<file path="src/rtl/alu_cmd_issuer.sv">
// alu_cmd_issuer: queues ALU commands, drives them to an external
// combinational ALU, samples its outputs after a fixed latency and returns
// the result and flags over a valid/ready response stream.
module alu_cmd_issuer #(
  parameter int DATA_W  = 8,
  parameter int OP_W    = 3,
  parameter int DEPTH   = 4,
  parameter int ALU_LAT = 1
) (
  input  logic              clk,
  input  logic              rst,
  input  logic              cmd_valid,
  output logic              cmd_ready,
  input  logic [DATA_W-1:0] cmd_a,
  input  logic [DATA_W-1:0] cmd_b,
  input  logic [OP_W-1:0]   cmd_op,
  output logic [DATA_W-1:0] alu_a,
  output logic [DATA_W-1:0] alu_b,
  output logic [OP_W-1:0]   alu_opcode,
  input  logic [DATA_W-1:0] alu_result,
  input  logic              alu_zero,
  input  logic              alu_carry,
  input  logic              alu_overflow,
  output logic              rsp_valid,
  input  logic              rsp_ready,
  output logic [DATA_W-1:0] rsp_result,
  output logic [2:0]        rsp_flags,
  output logic [OP_W-1:0]   rsp_op,
  output logic              busy,
  output logic [7:0]        issued_count
);

  localparam int PTR_W   = $clog2(DEPTH);
  localparam int CNT_W   = PTR_W + 1;
  localparam int ENTRY_W = 2 * DATA_W + OP_W;

  // Wait counter is 4 bits: ALU_LAT is limited to 1..15.
  localparam logic [3:0] LAT_INIT = 4'(ALU_LAT - 1);

  typedef enum logic [1:0] {
    IDLE,
    DRIVE,
    RESPOND
  } state_t;

  state_t state_reg, state_next;

  logic [ENTRY_W-1:0] fifo_mem [DEPTH];
  logic [PTR_W-1:0]   wr_ptr_reg, rd_ptr_reg;
  logic [CNT_W-1:0]   count_reg, count_next;
  logic [ENTRY_W-1:0] head_entry;
  logic [3:0]         wait_cnt_reg;

  logic push, pop, capture, finish;

  // A push only happens against the registered ready, so the source never
  // sees a combinational path from our pop back to cmd_ready.
  assign push       = cmd_valid && cmd_ready;
  assign head_entry = fifo_mem[rd_ptr_reg];
  assign busy       = (state_reg != IDLE) || (count_reg != '0);

  // FIFO occupancy after this edge; simultaneous push and pop cancel out.
  always_comb begin
    count_next = count_reg;
    case ({push, pop})
      2'b10:   count_next = count_reg + CNT_W'(1);
      2'b01:   count_next = count_reg - CNT_W'(1);
      default: count_next = count_reg;
    endcase
  end

  // FIFO pointers, occupancy and the registered ready flag.
  always_ff @(posedge clk or posedge rst) begin
    if (rst) begin
      wr_ptr_reg <= '0;
      rd_ptr_reg <= '0;
      count_reg  <= '0;
      cmd_ready  <= 1'b0;
    end else begin
      if (push) wr_ptr_reg <= wr_ptr_reg + PTR_W'(1);
      if (pop)  rd_ptr_reg <= rd_ptr_reg + PTR_W'(1);
      count_reg <= count_next;
      cmd_ready <= (count_next != CNT_W'(DEPTH));
    end
  end

  // Command storage; contents need no reset because occupancy guards reads.
  always_ff @(posedge clk) begin
    if (push) fifo_mem[wr_ptr_reg] <= {cmd_a, cmd_b, cmd_op};
  end

  // FSM state register.
  always_ff @(posedge clk or posedge rst) begin
    if (rst) state_reg <= IDLE;
    else     state_reg <= state_next;
  end

  // Next-state and control strobes.
  always_comb begin
    state_next = state_reg;
    pop        = 1'b0;
    capture    = 1'b0;
    finish     = 1'b0;
    case (state_reg)
      IDLE: begin
        if (count_reg != '0) begin
          pop        = 1'b1;
          state_next = DRIVE;
        end
      end
      DRIVE: begin
        if (wait_cnt_reg == 4'd0) begin
          capture    = 1'b1;
          state_next = RESPOND;
        end
      end
      RESPOND: begin
        if (rsp_ready) begin
          finish     = 1'b1;
          state_next = IDLE;
        end
      end
      default: state_next = IDLE;
    endcase
  end

  // Operand drive, latency counter, response capture and completion count.
  // alu_* and rsp_* only change on pop/capture, so they hold otherwise.
  always_ff @(posedge clk or posedge rst) begin
    if (rst) begin
      alu_a        <= '0;
      alu_b        <= '0;
      alu_opcode   <= '0;
      wait_cnt_reg <= '0;
      rsp_valid    <= 1'b0;
      rsp_result   <= '0;
      rsp_flags    <= '0;
      rsp_op       <= '0;
      issued_count <= '0;
    end else begin
      if (pop) begin
        alu_a        <= head_entry[ENTRY_W-1 -: DATA_W];
        alu_b        <= head_entry[OP_W +: DATA_W];
        alu_opcode   <= head_entry[OP_W-1:0];
        wait_cnt_reg <= LAT_INIT;
      end else if (state_reg == DRIVE && wait_cnt_reg != 4'd0) begin
        wait_cnt_reg <= wait_cnt_reg - 4'd1;
      end

      if (capture) begin
        rsp_result <= alu_result;
        rsp_flags  <= {alu_overflow, alu_carry, alu_zero};
        rsp_op     <= alu_opcode;
        rsp_valid  <= 1'b1;
      end else if (finish) begin
        rsp_valid    <= 1'b0;
        issued_count <= issued_count + 8'd1;
      end
    end
  end

endmodule
</file>
<file path="config.mk">
export PLATFORM = sky130hd
export DESIGN_NAME = alu_cmd_issuer
export DESIGN_NICKNAME = d
export VERILOG_FILES = /design/src/rtl/alu_cmd_issuer.sv
export SDC_FILE = /design/constraint.sdc
export NUM_CORES = 1
export LEC_CHECK = 0
export CORE_ASPECT_RATIO = 0.8
export CORE_MARGIN = 10
export CORE_UTILIZATION = 37
export CTS_CLUSTER_DIAMETER = 80
export DETAILED_ROUTE_END_ITERATION = 8
export PLACE_DENSITY = 0.58
export SETUP_SLACK_MARGIN = 0.2
export SYNTH_ARGS = -nofsm -noshare
export SYNTH_HDL_FRONTEND = slang
export SYNTH_SLANG_ARGS = --single-unit
</file>
<file path="constraint.sdc">
create_clock -name clk -period 2.2 [get_ports clk]
set_input_delay 0.22 -clock clk [delete_from_list [all_inputs] [get_ports clk]]
set_output_delay 0.22 -clock clk [all_outputs]
set_load 0.03 [all_outputs]
</file>
==> results_dict.tcl, run 1 <==
set metrics [dict create \
    yosysWarnings 0 \
    p_leak_uw 0.002781 \
    hold_violations 0 \
    grt_start_max_net_pins 29 \
    grtUsageMet3 0.04388 \
    chipHeight_um 126.3 \
    max_freq_mhz 478.0 \
    clkSinkCount 132 \
    clock_skew_ns 0.007425 \
    path_max_fanout 2 \
    yosysSeqAreaShare 0.7051 \
    syn_avg_cell_area_sq_um 19.21 \
    hold_class "in2async" \
    period_minus_slack_ns 2.092 \
    viasPerCell 4.742 \
    die_area_sq_mm 0.01930 \
    largest_register_ffs 76 \
    power_density_mw_per_mm2 1600 \
    grt_usage 0.1104 \
    crit-reg2reg-launch "state_reg[0]$_DFFE_PP0P_" \
    setup_violations 0 \
    path_class "reg2reg" \
    worstSetupStartpointType "flip-flop" \
    outcome "finished, final reports clean" \
    critPathCaptureType "flip-flop" \
    drtAntennaViolNets 0 \
    ys_seq_elements 132 \
    holdBufCountCts 0 \
    die_w_um 152.8 \
    drive_gt1_frac 0.2943 \
    fin_area_sq_mm 0.007089 \
    maxSlewHeadroom 0.6607 \
    antenna_cells 0 \
    clk_pin_slew_ns 0.06 \
    synth_cell_types 35 \
    vdd_drop_max_v 0.0008382 \
    reg2reg_to "cmd_ready$_DFF_PP0_" \
    grt_busiest_layer "met2" \
    rows 38 \
    cp.arrival_ns 2.38 \
    grt_pass1_vias 2981 \
    yosys-top-cells-area "edfxtp_1 (44%), dfrtp_1 (27%), mux4_2 (7.8%)" \
    numCtsBuffers 17 \
    via_count 2755 \
    yosys.area.top_type_share 0.4369 \
    yosysTopAreaCell "edfxtp_1" \
    grt_pass1_wl_um 16690 \
    synthesis.area_sq_mm 0.005224 \
    met2_usage 0.1672 \
    first_iter_violations 114 \
    portBuffers 77 \
    ff2ff_path_depth 9 \
    power.total_uw 11340 \
    cts_htree_levels 4 \
    wl_um 10270 \
    clkLatencyLatePin_ns 0.41 \
    rsz0062_at_grt "yes" \
    synth_nets 314 \
    use_met1 0.1374 \
    fin_crit_sh 0.9509 \
    rrSetupSlack_ns 0.11 \
    pin_count 78 \
    remaining_drc_errors 0 \
    max_flop_register "fifo_mem" \
    nets 430 \
    slew_violations 0 \
    syn2layout_area_growth_pct 35.71 \
    max_cap_violations 0 \
    initial_core_util 0.3815 \
    cts_root_buf "clkbuf_16" \
    dpl_cell_area_sq_mm 0.006356 \
    worstMarginPinSlew_ns 0.5083 \
    gp_congestion 0.7265 \
    synth_cells 272 \
    final_cell_mix "edfxtp_1 (76), clkdlybuf4s50_1 (76), dfrtp_1 (56), mux2_4 (26), buf_4 (25)" \
    grt_remaining_overflow 0 \
    fp.coreArea_sq_mm 0.01369 \
    place_hpwl_um 6705 \
    hold_ws_ns 0.1731 \
    antenna_found_initial 0 \
    avgRoutedWirePerCell_um 17.68 \
    worst-endpoint-required_ns 2.49 \
    cts_buffer_depth 2 \
    cts_tree "done" \
    drtPass1Iterations 4 \
]
cell type report:
type / count / area [sq um]
Clock buffer: 23 / 467.9
Clock inverter: 9 / 201.4
Fill cell: 1111 / 6604
Inverter: 10 / 42.54
Multi-Input combinational cell: 123 / 1471
Sequential cell: 132 / 3684
Tap cell: 180 / 225.2
Timing Repair Buffer: 104 / 997.2
Yosys cell counts:
library cell	n
mux4_1	1
inv_1	9
or4_1	1
nor3_1	3
o41ai_1	1
mux4_2	18
o21ai_0	6
nand2b_1	2
nand4_1	1
and3_1	5
xor2_1	5
a21oi_1	4
mux2_4	26
buf_6	5
fa_1	1
nor2_1	3
or3_1	3
nand3_1	4
nand2_1	6
mux2i_1	1
a211o_1	1
nand2_4	1
inv_2	1
nor3_2	1
xnor2_1	7
nand3b_1	2
ha_1	7
nor2b_1	1
clkbuf_1	2
nand2b_2	1
nor3b_4	1
and4b_1	1
edfxtp_1	76
mux2_2	9
dfrtp_1	56
metrics by stage:
stage	setup TNS [ns]	utilization	instances	setup WS (ns)
after floorplan	-0.03266	-	272	-0.03266
after global placement	-0.02430	0.4642	541	-0.02430
after detailed placement	-0.08145	0.4642	541	-0.08145
after CTS	0	0.5146	576	0.09012
after global routing	0	0.5177	581	0.03385
final	0	0.5177	581	0.1081
worst max-delay path, stage by stage (launching register included):
cell	delay, ns
dfrtp_1	0.40
nor2_4	0.15
nand2b_4	0.08
inv_6	0.06
ha_4	0.12
inv_1	0.05
fa_2	0.33
xor2_1	0.16
or3_4	0.37
a211o_1	0.26
metal layers:
layer,wire [um],vias to the layer above,share of wire
met4,112,0,0.011
met3,659,12,0.064
li1,-,1277,-
met2,4901,72,0.48
met1,4598,1394,0.45
met5,0,-,0
cell families after synthesis:
| logic type | after synthesis | synth area share |
|---|---|---|
| xor gates and xnor gates | 12 | 0.02012 |
| buffers and inverters | 17 | 0.01940 |
| DFF | 132 | 0.7051 |
| adders and majority gates | 8 | 0.02060 |
| and+or+nand+nor | 36 | 0.04311 |
| muxes | 55 | 0.1787 |
| AOI/OAI and AO/OA | 12 | 0.01294 |
worst max path at each step:
stage | start | end | cells after the start
after floorplan | state_reg[0]$_DFFE_PP0P_ | cmd_ready$_DFF_PP0_ | 10
after global placement | cmd_valid | cmd_ready$_DFF_PP0_ | 8
after detailed placement | cmd_valid | cmd_ready$_DFF_PP0_ | 8
after CTS | state_reg[1]$_DFFE_PP0P_ | cmd_ready$_DFF_PP0_ | 9
after global routing | state_reg[0]$_DFFE_PP0P_ | cmd_ready$_DFF_PP0_ | 9
final | state_reg[0]$_DFFE_PP0P_ | cmd_ready$_DFF_PP0_ | 9
power breakdown:
part           switching, uW  total, uW  internal (uW)
logic                   2090       4360           2270
clock network            997       3180           2190
registers                400       3800           3400
total                   3490      11300           7850
timing repair:
| action | CTS | global route |
|---|---|---|
| pin swaps | 3 | 2 |
| resized for setup | 1 | 1 |
| setup endpoints to repair | 2 | 1 |
| buffers inserted | 3 | 5 |
No activity file was read; power rests on OpenSTA's default activity.
==> inputs of run 2 (changes only) <==
- CORE_UTILIZATION: 37 -> 48
- PLACE_DENSITY: 0.58 -> 0.73
==> run 2 against run 1 <==
Net effect:
- global-route usage is 2.2 points higher
- maximum frequency up 0.97%
- cell count fell by 8.1%
- critical path type unchanged
- largest cell class unchanged
- largest power group unchanged
==> results_dict.tcl, run 2 (synthesized netlist as in run 1, its figures left out) <==
set metrics [dict create \
    period_minus_slack_ns 2.072 \
    gp_congestion 0.7272 \
    cts_buffer_depth 2 \
    wl_um 9753 \
    fillers 696 \
    nets 423 \
    drtPass1Iterations 4 \
    fin_area_sq_mm 0.006912 \
    crit_start "count_reg[2]$_DFF_PP0_" \
    chipHeight_um 113.3 \
    vdd_drop_max_v 0.0008696 \
    clkSinkCount 132 \
    via_count 2739 \
    sequentialPowerShare 0.351 \
    dpl_cell_area_sq_mm 0.006261 \
    grt_start_max_net_pins 43 \
    setup_violations 0 \
    avgRoutedWirePerCell_um 18.26 \
    cellInternalPower_uw 7325 \
    worstMarginPinSlew_ns 0.4522 \
    antenna_cells 0 \
    grt_pass1_wl_um 15550 \
    max_flop_register "fifo_mem" \
    critPathCaptureType "flip-flop" \
    path_max_fanout 3 \
    clkLatencyLatePin_ns 0.43 \
    antenna_found_initial 0 \
    crit-reg2reg-launch "count_reg[2]$_DFF_PP0_" \
    fin_ws_ns 0.1282 \
    syn2layout_area_growth_pct 32.31 \
    cts_tree "done" \
    first_iter_violations 140 \
    grt_usage 0.1323 \
    pwr-share-clk 0.248 \
    rsz0062_at_grt "yes" \
    p_switching_uw 3502 \
    grt_remaining_overflow 0 \
    die_w_um 136.6 \
    pre_cts_ws_ns -0.01149 \
    swShare 0.3234 \
    hold_class "in2async" \
    outcome "finished, final reports clean" \
    viasPerCell 5.129 \
    initial_core_util 0.5001 \
    hold_violations 0 \
    maxSlewHeadroom 0.6985 \
    drive_gt1_frac 0.2868 \
    path_class "reg2reg" \
    cts_htree_levels 4 \
    combPwrFrac 0.401 \
    multi_input_area_sq_mm 0.001485 \
    drtAntennaViolNets 0 \
    p_leak_uw 0.002689 \
    hold_ws_ns 0.1160 \
    power_density_mw_per_mm2 1566 \
    place_hpwl_um 6406 \
    cts_root_buf "clkbuf_16" \
    worstSetupStartpointType "flip-flop" \
    largest_register_ffs 76 \
    portBuffers 77 \
    clk_pin_slew_ns 0.06 \
    max_freq_mhz 482.7 \
    pin_count 78 \
    worst-endpoint-required_ns 2.49 \
    fp.coreArea_sq_mm 0.01045 \
    max_cap_violations 0 \
    clock_skew_ns 0.03455 \
    slew_violations 0 \
    final_cell_mix "edfxtp_1 (76), clkdlybuf4s50_1 (76), dfrtp_1 (56), mux2_4 (26)" \
    remaining_drc_errors 0 \
    seqCellArea_sq_mm 0.003684 \
    die_area_sq_mm 0.01548 \
    fin_crit_sh 0.9417 \
    rows 33 \
    numCtsBuffers 17 \
    cp.arrival_ns 2.36 \
    grt_pass1_vias 2861 \
]
-- run 2: per-stage QoR --
| step | std cells | util | power (uW) | setup TNS, ns |
|---|---|---|---|---|
| 2_1_floorplan | 272 | - | 6698 | -0.03266 |
| 3_3_place_gp | 495 | 0.5994 | 7985 | 0 |
| 3_5_place_dp | 495 | 0.5994 | 8076 | -0.01149 |
| 4_1_cts | 530 | 0.6567 | 10890 | 0 |
| 5_1_grt | 534 | 0.6616 | 11380 | 0 |
| 6_report | 534 | 0.6616 | 10830 | 0 |
-- run 2: final cells by class --
class	instances	share of cell area
multi-input combinational	123	0.2149
inverter	10	0.006155
clock inverter	13	0.01937
sequential	132	0.5329
timing repair buffer	97	0.1372
tap	140	0.02534
clock buffer	19	0.06408
-- run 2: path summary, 6_finish.rpt --
check                                              end  slack (ns)  cells after the start
max                                cmd_ready$_DFF_PP0_        0.13                      9
min                               alu_b[3]$_DFFE_PP0N_        0.12                      2
max reg2reg                        cmd_ready$_DFF_PP0_        0.13                      9
min reg2reg                issued_count[7]$_DFFE_PP0P_        0.47                      1
max in group asynchronous    rd_ptr_reg[1]$_DFFE_PP0N_        1.50                      3
min in group clk             rsp_result[5]$_DFFE_PP0P_        0.41                      2
-- run 2: critical path, stage by stage, from the launching register on --
cell and delay (ns):
dfrtp_1 0.41, nor3_4 0.05, nand2b_4 0.15, clkinv_4 0.05
ha_4 0.12, inv_2 0.03, fa_2 0.34, xor2_2 0.15
or3_4 0.37, a211o_1 0.27
-- run 2: power by group through the flow --
stage          registers (uW)  clock network (uW)  logic, uW
2_1_floorplan            4490                   0       2210
3_3_place_gp             3800                   0       4180
3_5_place_dp             3830                   0       4240
4_1_cts                  3800                2750       4330
5_1_grt                  3880                2860       4640
6_report                 3800                2690       4340
-- run 2: timing repair --
action,in CTS,in global routing
gates resized for setup,0,6
endpoints found under the setup margin,1,3
pin swaps,3,2
setup buffers,3,4
hold buffers,0,0
-- run 2: layer usage --
layer  global-route usage  wire [um]  up-vias  part of all wire
li1                     -          -     1261                 -
met1               0.1574       4187     1393              0.43
met2               0.2095       4823       71              0.49
met3              0.05084        609       14             0.062
met4              0.05811        132        0             0.014
met5                    0          0        -                 0
==> inputs of run 3 (changes only) <==
- CTS_CLUSTER_DIAMETER: 80 -> not set
==> results of run 3 <==
Final layout, timing and power as in run 2 (identical DEF).
